==> src/rtl/obc_dft_pkg.sv <==
// obc_dft_pkg: shared sizes and types for the OBC DFT bit-serial stage
package obc_dft_pkg;
    localparam int N_PTS      = 16;
    localparam int DFT_DATA_W = 8;
    localparam int DFT_ROM_W  = 32;
    localparam int DFT_ACC_W  = 48;
    typedef enum logic [1:0] {IDLE, SLICE, DONE} state_t;
    typedef logic [N_PTS-1:0] slice_t;
endpackage

==> src/rtl/obc_slice_mux.sv <==
// obc_slice_mux: holds the captured sample block and presents one bit-slice per cycle
module obc_slice_mux
    import obc_dft_pkg::*;
#(
    parameter int DATA_W = DFT_DATA_W,
    parameter int IDX_W  = $clog2(DFT_DATA_W)
) (
    input  logic                    clk,
    input  logic                    load,
    input  logic [N_PTS*DATA_W-1:0] samples,
    input  logic                    active,
    input  logic [IDX_W-1:0]        bit_idx,
    output slice_t                  x_bits,
    output logic                    m
);
    logic [DATA_W-1:0] regs [N_PTS];

    always_ff @(posedge clk) begin
        if (load)
            for (int k = 0; k < N_PTS; k++) regs[k] <= samples[k*DATA_W +: DATA_W];
    end

    always_comb begin
        x_bits = '0;
        for (int k = 0; k < N_PTS; k++) x_bits[k] = active & regs[k][bit_idx];
        m = active && (bit_idx == IDX_W'(DATA_W-1));
    end
endmodule

==> src/rtl/obc_bit_serial_accum.sv <==
// obc_bit_serial_accum: sequences bit-slices MSB-first into the OBC ROM stage and
// shift-accumulates the returned partial sums into one DFT output word
module obc_bit_serial_accum
    import obc_dft_pkg::*;
#(
    parameter int                      DATA_W = DFT_DATA_W,
    parameter int                      ROM_W  = DFT_ROM_W,
    parameter int                      ACC_W  = DFT_ACC_W,
    parameter logic signed [ACC_W-1:0] OFFSET = '0
) (
    input  logic                    clk,
    input  logic                    rst,
    input  logic                    in_valid,
    output logic                    in_ready,
    input  logic [N_PTS*DATA_W-1:0] samples,
    output slice_t                  x_bits,
    output logic                    m,
    input  logic [ROM_W-1:0]        romout,
    output logic                    out_valid,
    input  logic                    out_ready,
    output logic [ACC_W-1:0]        result
);
    localparam int IDX_W = $clog2(DATA_W);

    state_t                  state;
    logic [IDX_W-1:0]        bit_idx;
    logic signed [ACC_W-1:0] acc, acc_next, rom_ext;

    // ROM stage already negates the sign slice, so every slice is simply added
    assign rom_ext  = ACC_W'($signed(romout));
    assign acc_next = (acc <<< 1) + rom_ext;

    obc_slice_mux #(.DATA_W(DATA_W), .IDX_W(IDX_W)) u_mux (
        .clk(clk),
        .load(state == IDLE && in_valid),
        .samples(samples),
        .active(state == SLICE),
        .bit_idx(bit_idx),
        .x_bits(x_bits),
        .m(m)
    );

    always_ff @(posedge clk) begin
        if (rst) begin
            state     <= IDLE;
            in_ready  <= 1'b1;
            out_valid <= 1'b0;
            result    <= '0;
            acc       <= '0;
            bit_idx   <= IDX_W'(DATA_W-1);
        end else begin
            case (state)
                IDLE: if (in_valid) begin
                    state    <= SLICE;
                    in_ready <= 1'b0;
                    acc      <= '0;
                    bit_idx  <= IDX_W'(DATA_W-1);
                end
                SLICE: begin
                    acc     <= acc_next;
                    bit_idx <= bit_idx - 1'b1;
                    if (bit_idx == '0) begin
                        state     <= DONE;
                        result    <= acc_next + OFFSET;
                        out_valid <= 1'b1;
                    end
                end
                DONE: if (out_ready) begin
                    state     <= IDLE;
                    out_valid <= 1'b0;
                    in_ready  <= 1'b1;
                end
                default: state <= IDLE;
            endcase
        end
    end
endmodule

==> config.mk <==
export PLATFORM = sky130hd
export DESIGN_NAME = obc_bit_serial_accum
export DESIGN_NICKNAME = d
export VERILOG_FILES = /design/src/rtl/obc_dft_pkg.sv /design/src/rtl/obc_slice_mux.sv /design/src/rtl/obc_bit_serial_accum.sv
export SDC_FILE = /design/constraint.sdc
export NUM_CORES = 1
export LEC_CHECK = 0
export ABC_AREA = 1
export BUFFER_PORTS_ARGS = -buffer_cell sky130_fd_sc_hd__clkbuf_2
export CAP_MARGIN = 10
export CELL_PAD_IN_SITES_DETAIL_PLACEMENT = 0
export CELL_PAD_IN_SITES_GLOBAL_PLACEMENT = 1
export CORE_MARGIN = 8
export CORE_UTILIZATION = 41
export DETAILED_ROUTE_END_ITERATION = 8
export GPL_TIMING_DRIVEN = 0
export PLACE_DENSITY_LB_ADDON = 0.15
export SLEW_MARGIN = 10
export SYNTH_ARGS = -nofsm -noshare
export SYNTH_HDL_FRONTEND = slang
export SYNTH_SLANG_ARGS = --single-unit
==> constraint.sdc <==
create_clock -name clk -period 8.95 [get_ports clk]
set_input_delay 1.3425 -clock clk [delete_from_list [all_inputs] [get_ports clk]]
set_output_delay 1.3425 -clock clk [all_outputs]
set_load 0.02 [all_outputs]
Word-level counts from Yosys, hierarchy flattened. Memory sizes are Yosys's and may differ from the RTL's. Index checks and enable logic that the tools add are counted.

Register bits: 102. Bits in writable memories: 128. Input port bits: 164. Logic and storage cells: 92. Memories: 1.

Memory list: u_mux.regs (words 16, width 8, read ports 16, clocked after memory_dff 0, write ports 16, RTL line obc_slice_mux.sv:16) `logic [DATA_W-1:0] regs [N_PTS];`.

Add/sub/neg operators: 2. Magnitude comparators: 1. Eq/ne operators: 6. Multiplexer cells: 48. Bitwise logic cells: 16. Reduce and logical (&&, ||, !) cells: 12.

Operators with widths (count): 47-bit one-hot mux with 2 select lines (1); 48-bit by 32-bit adder with 48-bit output (1); 1-bit binary-select mux with 3-bit select (16); 47-bit two-way mux (1); 1-bit two-way mux (22); 1-bit AND (16); 3-bit AND reduction (3); 2-bit two-way mux (3); 2-bit inequality test, second input constant (3); 2-bit one-hot mux with 3 select lines (1); 3-bit one-hot mux with 2 select lines (1); 2-bit nonzero test (3); 3-bit by 4-bit less-than comparator with 1-bit output, second input constant (1); 1-bit one-hot mux with 2 select lines (2); 2-bit AND reduction (2); 3-bit equality test, second input constant (1); 3-bit zero test (1); 3-bit two-way mux (1); 3-bit by 1-bit subtractor with 3-bit output, second input constant (1); 2-bit by 1-bit equality test with 1-bit output, second input constant (1); 2-bit equality test, second input constant (1); 1-bit logical AND (2); 2-bit zero test (1).

Depth between registers and ports, before layout.
Depth in word-level cells: 4. Depth in mapped cells: 17. Gate-level depth less buffers: 17.

Hierarchy. Synthesis repeated with hierarchy kept, for this count alone.

Cell total of the unflattened synthesis: 1916. Area total of the unflattened synthesis: 13384.1 um2.

Modules (own cells, without submodules): obc_bit_serial_accum (instances 1, cells each 1358, area an instance 7737.4 um2, sequential area each 2042.0 um2); obc_slice_mux (instances 1, cells each 558, area an instance 5646.7 um2, sequential area each 3843.7 um2).

Worst setup path before layout. Ideal clock, no wire load.

Kind: input port to flip-flop. Start point: in in_valid. End point: reg acc[10]. Setup time: 0.132 ns. Arrival: 7.754 ns. Data required time: 8.818 ns. Slack: 1.064 ns. Cell stages on the path: 7. Path through: nand2_1 -> nor2_1 -> nor2_1 -> buf_2 -> buf_2 -> nand2_1 -> a21oi_1.

Word-level cells in the longest chain between the ends: 2.

Ends and longest elaborated chain: start, declared (RTL line obc_bit_serial_accum.sv:13) `input logic in_valid,`; 2-bit inequality test (no source line); 2-bit AND reduction (no source line); end signal, assigned (RTL line obc_bit_serial_accum.sv:60) `acc <= acc_next;`; end, declared (RTL line obc_bit_serial_accum.sv:27) `logic signed [ACC_W-1:0] acc, acc_next, rom_ext;`.

No other way between the ends. A chain may end at the register's enable or synchronous reset.

Worst setup path in the final report.
Start point: reg bit_idx[0]. End point: out x_bits[3].

Word-level cells in the longest chain between the ends: 3.

Ends and longest elaborated chain: start, declared (RTL line obc_bit_serial_accum.sv:26) `logic [IDX_W-1:0] bit_idx;`; start signal, assigned (RTL line obc_bit_serial_accum.sv:50) `bit_idx <= IDX_W'(DATA_W-1);`; start signal, assigned (RTL line obc_bit_serial_accum.sv:57) `bit_idx <= IDX_W'(DATA_W-1);`; start signal, assigned (RTL line obc_bit_serial_accum.sv:61) `bit_idx <= bit_idx - 1'b1;`; 1-bit binary-select mux with 3-bit select (RTL line obc_slice_mux.sv:25) `for (int k = 0; k < N_PTS; k++) x_bits[k] = active & regs[k][bit_idx];`; 1-bit two-way mux (not written as such) (RTL line obc_slice_mux.sv:25); 1-bit AND (RTL line obc_slice_mux.sv:25); end, declared (RTL line obc_bit_serial_accum.sv:16) `output slice_t x_bits,`.

No other way between the ends. The select of a mux whose other input is x is not followed.

==> flow_summary_export.csv <==
group,metric,value,unit
outcome,status,"complete, no violations",
die,die_h,192,um
sta,tightest_slew,0.752,ns
power,switching_share,0.286,
placement,io_buffers,230,
cells_and_area,drive_gt1_frac,0.190,
clock_tree,h-tree-depth,1,
global_route,grt_pass1_wl,64600,um
clock_tree,post_cts_buffers,0,
clock_tree,cts_hold_buf,0,
cells_and_area,final_cell_mix,"515 x nand2_1, 235 x clkbuf_2, 205 x inv_1",
setup_path,end_kind,"output port",
synthesis,ys_seq_elements,230,
die,pin_count,231,
synthesis,avgSynthCellArea,7.55,um2
placement,place_ws,5.37,ns
power,power.density,181,nW/um2
hold_path,hold_path.class,"register to register",
sta,max_slew_margin,0.497,
cells_and_area,fin_area,15200,um2
clock_tree,clockRootBuffer,"clkbuf_16",
placement,dp.cells,2304,
global_route,track_usage,0.229,
synthesis,ys_warn_count,0,
hold_path,min_to,"result[9]",
die,initial_core_util,0.415,
placement,dp_hpwl,34400,um
die,die-area,36700,um2
sta,rsz0062_at_grt,"no",
hold_path,hold_depth,2,
clock_tree,clock_path_buffers,3,
sta,period_share,0.450,
sta,fmax,248,MHz
synthesis,syn-num-nets,1888,
clock_tree,cts_buffers,26,
setup_path,r2r_end,"result[24]",
die,die_w,192,um
synthesis,synth_enable_flop_cells,128,
power,p_comb_frac,0.176,
synthesis,synth_cell_types,39,
global_route,grt_pass1_vias,11800,
sta,fin_skew,0.0190,ns
cells_and_area,fin_util,0.501,
setup_path,r2r_setup_slack,6.38,ns
cells_and_area,stdcell_count,2352,
placement,dpl_cell_area,14400,um2
drt,vias,11600,
sta,setup_violations,0,
sta,setup_slack,4.92,ns
power,seqPwrFrac,0.434,
drt,ant_nets,0,
clock_tree,cts_resized,0,
placement,gp_congestion,0.917,
sta,hold_violations,0,
cells_and_area,final_common_cell,"nand2_1",
setup_path,critPathLaunchType,"register",
synthesis,async_flop_share,0,
clock_tree,clk_latency,0.56,ns
drt,drcViolationCount,0,
power,ir_drop,0.162,mV
setup_path,cp.required,7.61,ns
clock_tree,cts_num_sinks,230,
cells_and_area,final_nets,2150,
sta,fin_setup_tns,0,ns
power,internal-power,0.00197,W
sta,fin_crit,4.03,ns
synthesis,syn-cell-area,12600,um2
global_route,grt_overflow,0,
setup_path,cp_max_fo,10,
global_route,grt_max_degree,36,
synthesis,ys.flop_type,"edfxtp_1",
cells_and_area,fillers,3063,
power,p_switching,0.000788,W
drt,drtIter0Drc,734,
drt,wl_per_cell,18.1,um
power,p_leak,7.23,nW
die,core-area,30400,um2
run,cap_violations,0,
clock_tree,path_clk_slew,0.06,ns
hold_path,worstHoldStart,"result[9]",
global_route,antenna_found_initial,1,
sta,slew_violations,0,
cells_and_area,antenna_cells,0,
setup_path,worstReg2RegStart,"bit_idx[1]",
die,row_count,64,
drt,first_pass_iters,5,
cells_and_area,area_growth_syn_to_layout,20.7,%
setup_path,ff2ff_path_depth,8,
drt,wl,42500,um
clock_tree,cts_tree,"done",
power,power_frac_clock,0.390,
setup_path,criticalPathCategory,"register to output port",
synthesis,seq_area_frac_synth,0.466,
drt,avgViaCountPerCell,4.93,
synthesis,syn_inst,1674,
setup_path,cp.arrival,2.68,ns
[worst max path at each step]
stage / from / end / slack, ns / depth (start not counted)
3_3_place_gp: in_valid / acc[26] / -1.33 / 8
6_report: bit_idx[0] / x_bits[3] / 4.92 / 7
3_5_place_dp: romout[1] / result[41] / 5.37 / 18
5_1_grt: bit_idx[0] / x_bits[3] / 4.77 / 7
4_1_cts: state[0] / x_bits[3] / 4.89 / 7
2_1_floorplan: in_valid / acc[10] / 1.06 / 7
[critical path, cell delays in order, from the launching register on]
cell and delay (ns):
dfxtp_1 0.40, buf_2 0.26, clkbuf_1 0.50, nor2_1 0.13
o22ai_1 0.19, nand2_1 0.08, a21oi_1 0.32, clkbuf_2 0.24
[area by class of cell]
class                      instances  area [um2]  area share
buffer                            54         220      0.0144
clock buffer                      43         792      0.0519
clock inverter                     5        78.8     0.00517
inverter                         215         807      0.0529
multi-input combinational       1175        5730       0.376
sequential                       230        5890       0.386
tap                              396         495      0.0325
timing repair buffer             234        1240      0.0812
[kinds of logic (layout without fill, tap and decap cells)]
group           Yosys count  count (layout)  synth area share
compound gates          259             259             0.110
xor+xnor                 11              11           0.00822
fa+ha+maj                50              50            0.0501
buf+inv                 269             551            0.0813
flops                   230             230             0.466
simple gates            855             855             0.285
[flip-flops by register name, summed over array words and instances (netlist names)]
signal and flops:
u_mux.regs 128, result 48, acc 47, bit_idx 3, state 2, in_ready 1, out_valid 1
[through the flow]
step	hold WS [ns]	power (W)
after CTS	0.465	0.00279
after global routing	0.483	0.00288
final	0.463	0.00276
after detailed placement	0.456	0.00170
after global placement	0.448	0.00170
after floorplan	0.444	0.00153
[routing by layer]
metal,share of wire,track usage,up-vias
li1,-,-,5936
met1,0.44,0.288,5236
met2,0.47,0.387,334
met3,0.058,0.0401,81
met4,0.040,0.0885,2
met5,0.00031,0,-
[power by group through the flow]
stage	logic (W)	clock network (W)	registers [W]
CTS	0.000487	0.00111	0.00120
global placement	0.000475	0	0.00123
global route	0.000541	0.00114	0.00120
floorplan	0.000308	0	0.00122
detailed placement	0.000485	0	0.00122
finish	0.000486	0.00108	0.00120
[Yosys cell counts (5+ instances only)]
| master | count | area share |
|---|---|---|
| buf_2 | 14 | 0.0055 |
| nor2_1 | 168 | 0.050 |
| o21ai_0 | 84 | 0.033 |
| edfxtp_1 | 128 | 0.30 |
| nand4_1 | 7 | 0.0035 |
| nand3b_1 | 5 | 0.0030 |
| inv_1 | 205 | 0.061 |
| inv_2 | 10 | 0.0030 |
| dfxtp_1 | 102 | 0.16 |
| clkbuf_1 | 38 | 0.011 |
| a21oi_1 | 124 | 0.049 |
| nor2_2 | 21 | 0.010 |
| nand2_2 | 20 | 0.0099 |
| nand2_1 | 515 | 0.15 |
| nand3_1 | 81 | 0.032 |
| o22ai_1 | 26 | 0.013 |
| o21bai_1 | 9 | 0.0053 |
| ha_1 | 49 | 0.049 |
| or2_2 | 13 | 0.0064 |
| nand3_2 | 5 | 0.0040 |
| a31oi_1 | 6 | 0.0030 |
| xnor2_1 | 8 | 0.0055 |
(Power assumes the default switching activity.)
